**config.mk**
```make
export PLATFORM = sky130hd
export DESIGN_NAME = cellrv32_cpu_cp_sched
export DESIGN_NICKNAME = d
export VERILOG_FILES = /design/src/rtl/cellrv32_cpu_cp_sched_pkg.sv /design/src/rtl/cellrv32_cpu_cp_sched.sv
export SDC_FILE = /design/constraint.sdc
export NUM_CORES = 1
export LEC_CHECK = 0
export BUFFER_PORTS_ARGS = -buffer_cell sky130_fd_sc_hd__buf_2
export CAP_MARGIN = 0
export CORE_AREA = 10 10 113 115
export DETAILED_ROUTE_END_ITERATION = 7
export DIE_AREA = 0 0 123 125
export GPL_TIMING_DRIVEN = 0
export PLACE_DENSITY = 0.87
export SKIP_LAST_GASP = 1
export SLEW_MARGIN = 20
export SYNTH_ARGS = -nofsm -noshare
export SYNTH_HDL_FRONTEND = slang
export SYNTH_SLANG_ARGS = --single-unit
```
**constraint.sdc**
```tcl
create_clock -name clk_i -period 2.58 [get_ports clk_i]
set_clock_uncertainty 0.05 [all_clocks]
set_input_delay 0 -clock clk_i [delete_from_list [all_inputs] [get_ports clk_i]]
set_output_delay 0 -clock clk_i [all_outputs]
set_load 0.03 [all_outputs]
```
**src/rtl/cellrv32_cpu_cp_sched_pkg.sv**
```systemverilog
// -----------------------------------------------------------------------------
// cellrv32_cpu_cp_sched_pkg
// Shared types and constants for the co-processor issue scheduler.
//   cp_sched_state_t          : scheduler FSM states (IDLE / RUN / DONE)
//   CP_SCHED_TMO_LOG_DEFAULT  : default log2 of the co-processor timeout
//   cp_slot_legal()           : is a slot select implemented in this build?
// -----------------------------------------------------------------------------
package cellrv32_cpu_cp_sched_pkg;

  typedef enum logic [1:0] {
    CP_S_IDLE,
    CP_S_RUN,
    CP_S_DONE
  } cp_sched_state_t;

  localparam int CP_SCHED_TMO_LOG_DEFAULT = 7;

  // A slot is legal when it exists (below num_cp) and is enabled in cp_en.
  function automatic logic cp_slot_legal(input logic [2:0] sel,
                                         input int         num_cp,
                                         input logic [7:0] cp_en);
    return (int'(sel) < num_cp) && cp_en[sel];
  endfunction

endpackage

```
**src/rtl/cellrv32_cpu_cp_sched.sv**
```systemverilog
// -----------------------------------------------------------------------------
// cellrv32_cpu_cp_sched
// Issue scheduler for the CPU co-processor slots. Accepts one request from the
// execute stage, holds a one-hot level start on the selected slot, waits for
// that slot's valid (bounded by a timeout) and returns a registered result.
//
// Ports
//   clk_i       in   global clock, rising edge
//   rstn_i      in   asynchronous active-low reset
//   req_i       in   issue strobe, sampled in IDLE only
//   sel_i       in   target slot, sampled with req_i
//   flush_i     in   abort (trap / branch kill), level
//   cp_start_o  out  one-hot level start, only while RUN
//   cp_valid_i  in   per-slot result valid
//   cp_res_i    in   per-slot results, slot i at [i*XLEN +: XLEN]
//   res_o       out  registered result
//   done_o      out  one-cycle completion pulse
//   exc_o       out  with done_o: illegal slot or timeout
//   busy_o      out  high outside IDLE
// -----------------------------------------------------------------------------
module cellrv32_cpu_cp_sched
  import cellrv32_cpu_cp_sched_pkg::*;
#(
  parameter int         XLEN    = 32,
  parameter int         NUM_CP  = 8,
  parameter logic [7:0] CP_EN   = 8'hFF,
  parameter int         TMO_LOG = CP_SCHED_TMO_LOG_DEFAULT
) (
  input  logic                   clk_i,
  input  logic                   rstn_i,
  input  logic                   req_i,
  input  logic [2:0]             sel_i,
  input  logic                   flush_i,
  output logic [NUM_CP-1:0]      cp_start_o,
  input  logic [NUM_CP-1:0]      cp_valid_i,
  input  logic [NUM_CP*XLEN-1:0] cp_res_i,
  output logic [XLEN-1:0]        res_o,
  output logic                   done_o,
  output logic                   exc_o,
  output logic                   busy_o
);

  // Terminal count: reaching it in RUN without a valid is a timeout.
  localparam logic [TMO_LOG-1:0] CNT_MAX = '1;

  cp_sched_state_t    state_q, state_d;
  logic [2:0]         sel_q,   sel_d;
  logic [TMO_LOG-1:0] cnt_q,   cnt_d;
  logic [TMO_LOG-1:0] cnt_inc;
  logic [XLEN-1:0]    res_q,   res_d;
  logic               exc_q,   exc_d;

  // ---------------------------------------------------------------------------
  // State register
  // ---------------------------------------------------------------------------
  // NOTE: sequential state uses non-blocking assignments so every flop samples
  // the pre-edge value of every other flop, independent of process order.
  always_ff @(posedge clk_i or negedge rstn_i) begin
    if (!rstn_i) begin
      state_q <= CP_S_IDLE;
      sel_q   <= '0;
      cnt_q   <= '0;
      res_q   <= '0;
      exc_q   <= 1'b0;
    end else begin
      state_q <= state_d;
      sel_q   <= sel_d;
      cnt_q   <= cnt_d;
      res_q   <= res_d;
      exc_q   <= exc_d;
    end
  end

  // Saturating increment: the counter never wraps back to zero.
  assign cnt_inc = (cnt_q == CNT_MAX) ? cnt_q : cnt_q + TMO_LOG'(1);

  // ---------------------------------------------------------------------------
  // Next state. Priority inside RUN: flush > valid > timeout, so a valid that
  // lands on the final timeout cycle still completes without an exception.
  // ---------------------------------------------------------------------------
  // NOTE: every variable written here gets its hold value first; a path that
  // forgot one would otherwise infer a latch.
  always_comb begin
    state_d = state_q;
    sel_d   = sel_q;
    cnt_d   = cnt_q;
    res_d   = res_q;
    exc_d   = exc_q;

    unique case (state_q)
      CP_S_IDLE: begin
        exc_d = 1'b0;
        cnt_d = '0;
        // A same-cycle flush blocks acceptance of the request.
        if (req_i && !flush_i) begin
          if (cp_slot_legal(sel_i, NUM_CP, CP_EN)) begin
            sel_d   = sel_i;
            state_d = CP_S_RUN;
          end else begin
            // Illegal slot: report immediately, never raise a start.
            res_d   = '0;
            exc_d   = 1'b1;
            state_d = CP_S_DONE;
          end
        end
      end

      CP_S_RUN: begin
        cnt_d = cnt_inc;
        if (flush_i) begin
          cnt_d   = '0;
          state_d = CP_S_IDLE;
        end else if (cp_valid_i[sel_q]) begin
          // Indexed part-select on the latched slot; other slots never reach res.
          res_d   = cp_res_i[int'(sel_q)*XLEN +: XLEN];
          exc_d   = 1'b0;
          state_d = CP_S_DONE;
        end else if (cnt_inc == CNT_MAX) begin
          res_d   = '0;
          exc_d   = 1'b1;
          state_d = CP_S_DONE;
        end
      end

      CP_S_DONE: begin
        // done_o is decoded from this state, so it lasts exactly one cycle;
        // a flush here lands in IDLE just the same.
        exc_d   = 1'b0;
        cnt_d   = '0;
        state_d = CP_S_IDLE;
      end

      default: begin
        exc_d   = 1'b0;
        cnt_d   = '0;
        state_d = CP_S_IDLE;
      end
    endcase
  end

  // ---------------------------------------------------------------------------
  // Outputs, all decoded from flops so reset clears them asynchronously.
  // ---------------------------------------------------------------------------
  always_comb begin
    cp_start_o = '0;
    if (state_q == CP_S_RUN) begin
      cp_start_o = NUM_CP'(1) << sel_q;
    end
  end

  assign res_o  = res_q;
  assign done_o = (state_q == CP_S_DONE);
  assign exc_o  = (state_q == CP_S_DONE) && exc_q;
  assign busy_o = (state_q != CP_S_IDLE);

endmodule
```
==> results.py, run 1 <==
metrics = {
    "sta": {
        "rsz0062_at_grt": "false",
        "finalHoldViolCount": 0,
        "report.final.slew_viol_count": 0,
        "relSlewSlack_pct": 44.71,
        "post-route-period-util_pct": 90.08,
        "worst_slew_pin_slew_ns": 0.8293,
        "setup_viol": 0,
        "period_needed_ns": 2.324,
        "tns_ns": 0,
        "max_freq_mhz": 430.3,
    },
    "setup_path": {
        "critPathLaunchType": "register",
        "cp_slowest_cell": "a32oi_1",
        "worst_path_dominant_cell_family": "compound AO/OA/AOI/OAI gates",
        "crit_path_end_kind": "register",
        "cp.required_ns": 2.76,
        "cp_cell_sequence": "ha_1 > xor2_1 > a32oi_1 > clkbuf_1 > o21ai_0 > mux2i_1",
        "cp.buffers_inverters": 1,
        "worst-endpoint-arrival_ns": 2.50,
        "worst-setup-path-type": "register to register",
        "worstPathMaxFanout": 10,
        "crit_path_max_incr_delay_ns": 0.56,
    },
    "floorplan": {
        "fp.dieH_um": 125,
        "fp.dieW_um": 123,
        "io_pins": 314,
        "rows": 38,
        "core_area_sq_um": 10600,
        "initial_core_util_pct": 38.15,
        "die_area_sq_um": 15380,
    },
    "synth": {
        "syn_area_sq_um": 4045,
        "synth_top_family_by_area": "multiplexers",
        "yosysSeqAreaShare_pct": 27.84,
        "synthSimpleGateAreaFrac_pct": 6.001,
        "muxShareOfSynthArea_pct": 53.73,
        "postSynthCellCount": 302,
        "ys_seq_elements": 45,
        "synthAdderAreaFrac_pct": 0.3093,
        "synth_xor_area_share_pct": 0.2165,
        "async_flop_share_pct": 100.0,
        "yosysWarnings": 0,
        "syn_nets": 574,
        "synth_ff_type": "dfrtp_1",
        "synth_edf_count": 0,
        "synth_cell_types": 37,
        "synth_compound_area_share_pct": 6.712,
        "postSynthAreaPerCell_sq_um": 13.39,
    },
    "placement": {
        "dpl_cell_area_sq_um": 5787,
        "io_buffers": 313,
        "hpwl_mm": 16.01,
        "gp_congestion": 0.9415,
    },
    "clock_tree": {
        "cts_resized": 0,
        "cts_htree_levels": 2,
        "cts_buffers": 5,
        "clk_pin_slew_worst_paths_ns": 0.09,
        "clock-sinks": 45,
        "root_buffer": "clkbuf_8",
        "cts_tree": "built",
        "cts_buffer_depth": 2,
        "post-cts-setup-buffers": 0,
        "clk_latency_ns": 0.30,
    },
    "route": {
        "totalWireLength_mm": 18.81,
        "drt_iter0_markers": 304,
        "drcViolationCount": 0,
        "vias": 4260,
        "dr.pass1.iters": 6,
        "final_antenna_net_count": 0,
        "routedWlPerCell_um": 24.46,
        "avgViaCountPerCell": 5.540,
    },
    "power": {
        "ir_worst_vdd_v": 0.0004905,
        "cellPowerDensity_nw_per_um2": 796.0,
        "leakage_nw": 3.099,
    },
    "final_layout": {
        "fillers": 939,
        "fin_nets": 898,
        "syn_to_final_growth_pct": 46.55,
        "drive_gt1_share_pct": 66.35,
        "post-route-cell-area_sq_um": 5928,
    },
    "grt": {
        "antenna_found_initial": 3,
        "grt-ovfl-total": 0,
        "grt_max_degree": 46,
        "grt_pass1_vias": 4874,
        "grt_pass1_wl_mm": 27.97,
        "grtUsageTotal_pct": 23.35,
    },
    "flow_run": {
        "drv_cap": 0,
    },
    "hold_path": {
        "hold_path_class": "primary input to register",
    },
    "status": {
        "outcome": "complete, no violations",
    },
}
[power breakdown]
group,internal (mW),switching (mW),total (mW)
logic,1.40,1.73,3.13
clock network,0.196,0.284,0.481
registers,0.974,0.134,1.11
total,2.57,2.15,4.72
[routing by layer]
metal	global-route usage, %	up-vias	wire, um
met5	0	-	0
met3	6.031	38	1461
li1	-	1875	-
met2	42.89	242	10010
met4	7.882	0	542
met1	25.05	2105	6798
[placed cells by master (no fill, tap or decap), types with 2 or more instances in the layout]
cell type	Yosys	routed
a31oi_1	4	4
and3_1	3	3
buf_12	3	3
buf_2	12	324
buf_4	1	2
buf_6	4	4
clkbuf_1	9	9
clkbuf_8	0	5
dfrtp_1	45	45
diode_2	0	2
dlygate4sd3_1	0	4
mux2_2	4	4
mux2i_1	66	66
mux4_2	64	64
nand2_1	10	10
nand2b_1	4	4
nand3_1	3	3
nor2_1	10	10
nor2b_1	2	2
nor3_1	3	3
o21ai_0	32	32
o21ai_1	4	4
or2_1	2	2
[registers in the layout (all words and copies together) (netlist names)]
name,flops
res_o,32
cnt_q,7
sel_q,3
state_q,2
exc_q,1
[Yosys cell counts, types with 2 or more instances]
library cell / n / area share (%)
and3_1: 3 / 0.46
nor2_1: 10 / 0.93
dfrtp_1: 45 / 28
nand2_1: 10 / 0.93
buf_6: 4 / 1.1
nand3_1: 3 / 0.37
clkbuf_1: 9 / 0.84
o21ai_0: 32 / 4.0
mux4_2: 64 / 36
mux2_2: 4 / 1.1
buf_12: 3 / 1.5
nand2b_1: 4 / 0.62
or2_1: 2 / 0.31
o21ai_1: 4 / 0.49
nor2b_1: 2 / 0.31
buf_2: 12 / 1.5
a31oi_1: 4 / 0.62
nor3_1: 3 / 0.37
mux2i_1: 66 / 16
[final timing paths]
path                           from        end  slack [ns]  depth (start not counted)
max                        cnt_q[0]  res_o[26]        0.26                          6
max reg2reg                cnt_q[0]  res_o[26]        0.26                          6
min in group asynchronous    rstn_i   sel_q[0]        0.19                          2
max in group asynchronous    rstn_i   cnt_q[6]        1.88                          2
min reg2reg                cnt_q[4]   cnt_q[4]        0.50                          1
min                         flush_i   cnt_q[2]        0.06                          4
[repair_timing]
item / 4_1_cts / 5_1_grt
hold endpoints to repair: 48 / 0
hold buffers: 4 / 0
setup endpoints to repair: 0 / 0
[per-stage QoR]
stage,worst slack [ns],instances,power (mW),util [%],hold WS (ns)
finish,0.2560,769,4.719,55.91,0.05509
global route,0.04137,769,5.005,55.91,0.06238
CTS,0.2153,767,4.757,55.84,0.03439
detailed placement,0.2517,755,4.269,54.58,0.1721
global placement,0.3000,755,4.189,54.58,0.1683
floorplan,0.8039,302,3.307,-,-0.3456
[worst min-delay path: stages]
cell	delay, ns
buf_2	0.16
nor3b_4	0.09
o21ai_0	0.08
a31oi_1	0.04
[final cells by class]
type / instances / area [sq um] / area share, %
Tap cell: 140 / 175.2 / 2.955
Buffer: 29 / 206.4 / 3.482
Inverter: 1 / 3.754 / 0.06332
Antenna cell: 2 / 5.005 / 0.08442
Timing Repair Buffer: 317 / 1609 / 27.14
Clock inverter: 3 / 25.02 / 0.4221
Multi-Input combinational cell: 227 / 2709 / 45.69
Clock buffer: 5 / 68.82 / 1.161
Sequential cell: 45 / 1126 / 19.00
[cells by family (layout without fill, tap and decap cells)]
logic type | after synthesis | count (layout)
flops | 45 | 45
xor+xnor | 1 | 1
compound gates | 46 | 46
simple gates | 43 | 43
other cells | 0 | 2
fa+ha+maj | 1 | 1
buf+inv | 30 | 355
mux | 136 | 136
(Power assumes the default switching activity.)
==> inputs of run 2 (changes only) <==
--- a/config.mk
+++ b/config.mk
@@ -7,11 +7,12 @@
 export LEC_CHECK = 0
 export BUFFER_PORTS_ARGS = -buffer_cell sky130_fd_sc_hd__buf_2
 export CAP_MARGIN = 0
-export CORE_AREA = 10 10 113 115
+export CORE_AREA = 2 2 121 123
 export DETAILED_ROUTE_END_ITERATION = 7
 export DIE_AREA = 0 0 123 125
 export GPL_TIMING_DRIVEN = 0
-export PLACE_DENSITY = 0.87
+export MAX_ROUTING_LAYER = met4
+export PLACE_DENSITY = 0.7
 export SKIP_LAST_GASP = 1
 export SLEW_MARGIN = 20
 export SYNTH_ARGS = -nofsm -noshare
==> results.py, run 2 (synthesis gave the netlist of run 1 again) <==
metrics = {
    "grt": {
        "grt_max_degree": 46,
        "grtUsageTotal_pct": 20.15,
        "grt_pass1_wl_mm": 22.98,
        "grt_pass1_vias": 4323,
        "grt-ovfl-total": 0,
        "antenna_found_initial": 0,
    },
    "setup_path": {
        "crit_path_max_incr_delay_ns": 0.47,
        "worst-endpoint-arrival_ns": 2.43,
        "worst-setup-path-type": "register to register",
        "cp.required_ns": 2.74,
        "worstPathMaxFanout": 10,
        "reg2reg_setup_slack_ns": 0.31,
        "cp.buffers_inverters": 1,
        "critPathLaunchType": "register",
        "crit_path_end_kind": "register",
        "cp_cell_sequence": "ha_1 > xor2_1 > a32oi_2 > clkbuf_1 > o21ai_0 > mux2i_1",
        "worst_path_dominant_cell_family": "compound AO/OA/AOI/OAI gates",
        "cp_slowest_cell": "a32oi_2",
    },
    "final_layout": {
        "n_antenna_cell": 0,
        "largest_reg_flops": 32,
        "final_util_pct": 42.54,
        "drive_gt1_share_pct": 66.51,
        "fin_cells": 811,
        "syn_to_final_growth_pct": 49.37,
        "final_common_cell": "buf_2",
        "fin_nets": 898,
        "final_cell_mix": "324 x buf_2, 66 x mux2i_1, 64 x mux4_2",
    },
    "clock_tree": {
        "cts_buffer_depth": 2,
        "clk_latency_ns": 0.28,
        "clk_pin_slew_worst_paths_ns": 0.07,
        "root_buffer": "clkbuf_16",
        "cts_buffers": 5,
        "clock-sinks": 45,
        "cts_htree_levels": 2,
        "cts_tree": "built",
    },
    "sta": {
        "period_needed_ns": 2.273,
        "worst_slew_pin_slew_ns": 0.8688,
        "relSlewSlack_pct": 42.08,
        "post-route-period-util_pct": 88.11,
        "rsz0062_at_grt": "false",
        "setup_viol": 0,
        "finalHoldViolCount": 0,
        "tns_ns": 0,
        "max_freq_mhz": 439.9,
        "report.final.slew_viol_count": 0,
    },
    "floorplan": {
        "fp.dieH_um": 125,
        "io_pins": 314,
        "rows": 44,
        "fp.dieW_um": 123,
        "core_area_sq_um": 14200,
        "initial_core_util_pct": 28.48,
        "die_area_sq_um": 15380,
    },
    "power": {
        "leakage_nw": 3.129,
        "sw_frac_of_total_pct": 43.31,
        "ir_worst_vdd_v": 0.0003232,
        "power.internal_mw": 2.741,
        "p_clk_share_pct": 13.8,
        "power.share.sequential_pct": 22.9,
        "cellPowerDensity_nw_per_um2": 800.2,
        "switchingPower_mw": 2.094,
        "p_comb_share_pct": 63.3,
    },
    "route": {
        "vias": 4048,
        "drcViolationCount": 0,
        "final_antenna_net_count": 0,
        "dr.pass1.iters": 4,
        "drt_iter0_markers": 188,
        "totalWireLength_mm": 15.12,
        "routedWlPerCell_um": 18.64,
        "avgViaCountPerCell": 4.991,
    },
    "status": {
        "outcome": "complete, no violations",
    },
    "placement": {
        "io_buffers": 313,
        "gp_congestion": 0.8264,
        "hpwl_mm": 12.28,
        "dp.cells": 799,
    },
    "hold_path": {
        "hold_path_class": "primary input to register",
    },
    "flow_run": {
        "drv_cap": 0,
    },
}
-- run 2: cell count changes in the layout (fill, tap and decap cells not counted), sizes merged --
cell	change
clkinv	-1
diode	-2
inv	+1
-- run 2: worst paths after layout --
check	startpoint	to	cells past startpoint
worst min-delay path	flush_i	exc_q	2
worst max register to register	cnt_q[0]	res_o[11]	6
max in group asynchronous	rstn_i	res_o[11]	2
min in group asynchronous	rstn_i	res_o[3]	2
worst min register to register	cnt_q[4]	cnt_q[4]	1
worst max-delay path	cnt_q[0]	res_o[11]	6
-- run 2: what timing repair did --
| item | CTS | global route |
|---|---|---|
| buffers inserted | 0 | 0 |
| hold endpoints to repair | 48 | 0 |
| setup endpoints to repair | 0 | 7 |
| hold buffers | 4 | 0 |
| resized for setup | 0 | 1 |
-- run 2: final cells by class --
| class | instances | area (sq um) |
|---|---|---|
| Clock inverter | 3 | 25.02 |
| Fill cell | 1426 | 8162 |
| Multi-Input combinational cell | 227 | 2716 |
| Inverter | 1 | 3.754 |
| Timing Repair Buffer | 317 | 1609 |
| Clock buffer | 5 | 125.1 |
| Sequential cell | 45 | 1126 |
| Tap cell | 184 | 230.2 |
| Buffer | 29 | 206.4 |
-- run 2: metrics by stage --
| stage | hold slack [ns] | worst slack, ns | total power, mW | instance area [sq um] |
|---|---|---|---|---|
| after global placement | 0.1863 | 0.1382 | 4.169 | 5842 |
| final | 0.04651 | 0.3069 | 4.835 | 6042 |
| after global routing | 0.05390 | 0.1233 | 5.164 | 6042 |
| after floorplan | -0.3456 | 0.8039 | 3.307 | 4045 |
| after CTS | 0.04307 | 0.06418 | 4.911 | 6032 |
| after detailed placement | 0.1906 | 0.08119 | 4.223 | 5842 |
-- run 2: per-layer routing --
layer	wire length (um)	global-route usage [%]
met5	0	-
met3	758	2.737
met2	7958	35.03
met4	165	4.211
met1	6233	24.88
-- run 2: power by group through the flow --
stage | clock network (mW) | registers (mW) | logic (mW)
floorplan | 0 | 1.62 | 1.69
detailed placement | 0 | 1.12 | 3.11
CTS | 0.693 | 1.11 | 3.11
global route | 0.723 | 1.14 | 3.30
global placement | 0 | 1.11 | 3.06
finish | 0.669 | 1.11 | 3.06
